--- config.mk ---
export PLATFORM = sky130hd
export DESIGN_NAME = instr_sequencer
export DESIGN_NICKNAME = d
export VERILOG_FILES = /design/src/rtl/seq_pkg.sv /design/src/rtl/seq_watchdog.sv /design/src/rtl/instr_sequencer.sv
export SDC_FILE = /design/constraint.sdc
export NUM_CORES = 1
export LEC_CHECK = 0
export ABC_AREA = 1
export CAP_MARGIN = 10
export CELL_PAD_IN_SITES_DETAIL_PLACEMENT = 0
export CELL_PAD_IN_SITES_GLOBAL_PLACEMENT = 1
export CORE_MARGIN = 2
export CORE_UTILIZATION = 30
export CTS_BUF_LIST = sky130_fd_sc_hd__clkbuf_2 sky130_fd_sc_hd__clkbuf_4 sky130_fd_sc_hd__clkbuf_8
export CTS_CLUSTER_DIAMETER = 200
export DETAILED_ROUTE_END_ITERATION = 8
export PLACE_DENSITY = 0.81
export SYNTH_ARGS = -nofsm -noshare
export SYNTH_HDL_FRONTEND = slang
export SYNTH_HIERARCHICAL = 1
export SYNTH_SLANG_ARGS = --single-unit
--- constraint.sdc ---
create_clock -name clk -period 1.1 [get_ports clk]
set_input_delay 0.165 -clock clk [delete_from_list [all_inputs] [get_ports clk]]
set_output_delay 0.165 -clock clk [all_outputs]
set_load 0.1 [all_outputs]
--- src/rtl/seq_pkg.sv ---
// Shared types for the instruction sequencer: state encoding and default counter width.
// The optional watchdog is enabled by defining SEQ_TIMEOUT_EN.
package seq_pkg;

  localparam int SEQ_COUNT_W_DEFAULT = 8;

  typedef enum logic [2:0] {
    ST_IDLE   = 3'd0,
    ST_ISSUE  = 3'd1,
    ST_WAIT   = 3'd2,
    ST_RETIRE = 3'd3,
    ST_HALTED = 3'd4
  } seq_state_e;

endpackage

--- src/rtl/seq_watchdog.sv ---
// WAIT-cycle watchdog: counts cycles while run is high, flags expiry on the last allowed cycle.
// Only instantiated when SEQ_TIMEOUT_EN is defined.
module seq_watchdog #(
  parameter int TIMEOUT_CYCLES = 64
) (
  input  logic clk,
  input  logic rst_n,
  input  logic clear,
  input  logic run,
  output logic expired
);

  localparam int CW = (TIMEOUT_CYCLES > 1) ? $clog2(TIMEOUT_CYCLES) : 1;
  localparam logic [CW-1:0] LAST = CW'(TIMEOUT_CYCLES - 1);

  logic [CW-1:0] r_cnt;

  // r_cnt holds the number of completed run cycles; the cycle that sees LAST is the final one.
  always_ff @(posedge clk) begin
    if (!rst_n || clear) begin
      r_cnt <= '0;
    end else if (run && (r_cnt != LAST)) begin
      r_cnt <= r_cnt + 1'b1;
    end
  end

  assign expired = run && (r_cnt == LAST);

endmodule

--- src/rtl/instr_sequencer.sv ---
// Issue/wait/retire sequencer for a datapath unit with single-step, halt and retired-op counting.
// Define SEQ_TIMEOUT_EN to add a WAIT watchdog that halts the sequencer with a sticky timeout_err.
module instr_sequencer
  import seq_pkg::*;
#(
  parameter int COUNT_W        = SEQ_COUNT_W_DEFAULT,
  parameter int TIMEOUT_CYCLES = 64
) (
  input  logic               clk,
  input  logic               rst_n,
  input  logic               enable,
  input  logic               step_mode,
  input  logic               step,
  input  logic               halt,
  input  logic               done,
  output logic               start,
  output logic               busy,
  output logic [2:0]         state_o,
  output logic [COUNT_W-1:0] count,
  output logic               count_wrap,
  output logic               timeout_err
);

  if (COUNT_W < 1 || TIMEOUT_CYCLES < 1) begin : g_bad_param
    $error("instr_sequencer: COUNT_W and TIMEOUT_CYCLES must be at least 1");
  end

  seq_state_e         r_state;
  logic [COUNT_W-1:0] r_count;
  logic               r_start;
  logic               r_busy;
  logic               r_wrap;
  logic               r_halt_pend;

`ifdef SEQ_TIMEOUT_EN
  logic w_expired;
  logic r_timeout;

  seq_watchdog #(
    .TIMEOUT_CYCLES(TIMEOUT_CYCLES)
  ) u_watchdog (
    .clk     (clk),
    .rst_n   (rst_n),
    .clear   (r_state != ST_WAIT),
    .run     ((r_state == ST_WAIT) && !done),
    .expired (w_expired)
  );

  assign timeout_err = r_timeout;
`else
  assign timeout_err = 1'b0;
`endif

  // start and busy are registered alongside the state so they line up with state_o.
  always_ff @(posedge clk) begin
    if (!rst_n) begin
      r_state     <= ST_IDLE;
      r_count     <= '0;
      r_start     <= 1'b0;
      r_busy      <= 1'b0;
      r_wrap      <= 1'b0;
      r_halt_pend <= 1'b0;
`ifdef SEQ_TIMEOUT_EN
      r_timeout   <= 1'b0;
`endif
    end else begin
      r_start <= 1'b0;
      r_wrap  <= 1'b0;
      case (r_state)
        ST_IDLE: begin
          if (halt) begin
            r_state <= ST_HALTED;
            r_busy  <= 1'b0;
          end else if (enable && (!step_mode || step)) begin
            r_state <= ST_ISSUE;
            r_start <= 1'b1;
            r_busy  <= 1'b1;
          end
        end
        ST_ISSUE: begin
          r_state <= ST_WAIT;
          if (halt) r_halt_pend <= 1'b1;
        end
        ST_WAIT: begin
          if (halt) r_halt_pend <= 1'b1;
          if (done) begin
            r_state <= ST_RETIRE;
            r_count <= r_count + 1'b1;
            r_wrap  <= &r_count;
          end
`ifdef SEQ_TIMEOUT_EN
          else if (w_expired) begin
            r_state   <= ST_HALTED;
            r_busy    <= 1'b0;
            r_timeout <= 1'b1;
          end
`endif
        end
        ST_RETIRE: begin
          // A halt seen at any point during the operation wins over re-issue.
          if (r_halt_pend || halt) begin
            r_state <= ST_HALTED;
            r_busy  <= 1'b0;
          end else if (step_mode) begin
            r_state <= ST_IDLE;
            r_busy  <= 1'b0;
          end else if (enable) begin
            r_state <= ST_ISSUE;
            r_start <= 1'b1;
            r_busy  <= 1'b1;
          end else begin
            r_state <= ST_IDLE;
            r_busy  <= 1'b0;
          end
        end
        ST_HALTED: begin
          r_busy <= 1'b0;
        end
        default: begin
          r_state <= ST_IDLE;
          r_busy  <= 1'b0;
        end
      endcase
    end
  end

  assign start      = r_start;
  assign busy       = r_busy;
  assign state_o    = r_state;
  assign count      = r_count;
  assign count_wrap = r_wrap;

endmodule
==> impl_metrics.ini <==
[run_status]
outcome = finished, violations left
violations = negative setup slack

[sta]
slew_violations = 0
hold_violations = 0
whs_ns = 0.520
setup_viol = 3
fin_skew_ns = 0.0104
setup_slack_ns = -0.0403
period_share = 1.04
finalCriticalPeriod_ns = 1.14
rsz0062_at_grt = true
max_freq_mhz = 877
tns_ns = -0.0761

[logic_synthesis]
yosys.area_share.simple = 0.421
synthCells = 117
synth_compound_area_frac = 0.0804
synth_top_family_by_area = simple AND/OR/NAND/NOR gates
syn-cell-area_um2 = 793
yosysWarnings = 6
synthMuxAreaShare = 0
synth_xor_xnor_area_share = 0
synth_area_leaders = dfxtp_1, nand2_1, nor2_1, inv_1, nand3_1
synth_nets = 125
yosysTopAreaCellShare = 0.379
synth-seq-cells = 15
yosysSeqAreaShare = 0.379
synth_fa_ha_area_frac = 0.0158
synth_area_leader_cell = dfxtp_1
avgSynthCellArea_um2 = 6.78
synthDistinctLibCells = 23

[worst_setup_path]
cp.required_ns = 0.94
critPathMaxFanout = 5
crit_arrival_ns = 0.98
crit_path_start_kind = flip-flop
path_class = reg2out
crit_path_start = state_o[1]
cp-end-kind = output pin
reg2reg_from = state_o[0]

[final_layout]
finish.utilization = 0.551
final_nets = 159
nFillCells = 228
antenna_cells = 0
area_growth_pct = 73.7
drive_above_1_share = 0.413

[floorplanning]
rows = 18
start_util = 0.317
core-area_um2 = 2500
num_io_pins = 22
die_h_um = 55.4
die_x_um = 55.4
die_area_um2 = 3070

[pwr]
power_w = 0.00165
peakVddDrop_mv = 0.808
p_leak_nw = 0.573
powerDensity_nw_per_um2 = 1200

[clock_network]
cts_made_buffers = 3
cts.sinks = 15
clkLatencyLatePin_ns = 0.29
htree_levels = 1
cts.clk_slew.worst_paths_ns = 0.10
root_buffer = clkbuf_4
clockBufferDepth = 2
cts-hold-fix-buffers = 0
cts_tree = yes

[routing]
drt_wl_total_mm = 1.88
drc = 0
ant_nets = 0
wl_per_cell_um = 10.4
vias = 809
viasPerCell = 4.49
drtPass1Iterations = 4
drtIter0Drc = 27

[global_route]
antenna_found_initial = 0
grt_pass1_vias = 736
grt_first_pass_wirelength_mm = 3.35
grt-ovfl-total = 0
grt.total_usage = 0.134
grt_max_degree = 10

[placed_design]
dpl.hpwl_mm = 1.47
place_ws_ns = -0.295
globalplace.congestion = 0.777
io_buffer_count = 20

[run]
maxCapViolCount = 0

[min_path]
hp-class = reg2reg
hold_start = r_halt_pend
## final timing paths
check | slack [ns] | to | cells past startpoint
setup / recovery | -0.04 | state_o[1] | 2
hold / removal | 0.52 | r_halt_pend | 1
setup reg to reg | -0.01 | state_o[0] | 6
hold reg to reg | 0.52 | r_halt_pend | 1
## cell families after synthesis
group / after synthesis
AND/OR/NAND/NOR: 69
AO/OA/AOI/OAI: 11
adder cells (fa/ha/maj): 1
flip-flops: 15
buffers and inverters: 20
other: 1
## registers in the layout, indices dropped and copies added, names as in the netlist
register     flops
count_wrap       1
count            8
r_halt_pend      1
start            1
busy             1
state_o          3
## cell usage in the layout, fill, tap and decap left out, types with 6 or more instances in the layout
master           netlist  routed
nand2_1               33      30
nor2_1                17      15
inv_1                 16      14
buf_12                 0      14
dfxtp_4                0      10
buf_4                  1       9
nand3_1                8       7
clkdlybuf4s50_1        0       6
## report_power, final
part           switching [W]  internal (W)
clock               0.000189      0.000135
combinational       0.000421      0.000270
sequential         0.0000607      0.000573
total               0.000670      0.000978
## per-layer routing
layer	track usage	wire [um]
met1	0.197	927
met2	0.194	863
met3	0.0164	59
met4	0.0627	27
met5	0	0
## per-stage QoR
step | cell area (um^2) | std cells
global route | 1380 | 180
CTS | 1350 | 179
floorplan | 866 | 117
detailed placement | 1310 | 175
global placement | 1310 | 175
finish | 1380 | 180
## worst max-delay path, cell delays in order, from the launching register on
cell and delay [ns]:
dfxtp_4 0.42, buf_6 0.11, buf_12 0.16
## area by class of cell
| cell class | instances | area [um^2] | share of cell area |
|---|---|---|---|
| inverters | 18 | 75.1 | 0.0545 |
| clock buffers | 3 | 22.5 | 0.0163 |
| flip-flops and latches | 15 | 340 | 0.247 |
| multi-input cells | 82 | 467 | 0.339 |
| well taps | 30 | 37.5 | 0.0272 |
| clock inverters | 1 | 5.00 | 0.00363 |
| repair buffers | 31 | 430 | 0.312 |
## cell usage after synthesis
cell,count
and3_1,1
nor2_1,17
o21ai_2,1
o21bai_1,1
nand4_1,1
inv_1,16
nor2_2,3
buf_4,1
a21oi_1,4
nand3_2,2
ha_1,1
o21a_1,1
nand2_1,33
nand4_4,1
inv_2,2
conb_1,1
clkbuf_1,1
nor2_4,1
nor3b_2,1
o21ai_0,4
nand3_1,8
nor3_2,1
dfxtp_1,15
## what timing repair did
item	CTS	global route
buffers inserted	0	1
resized for setup	4	6
pin swaps	1	5
endpoints found under the setup margin	6	13
cloned	0	0
(Power assumes the default switching activity.)
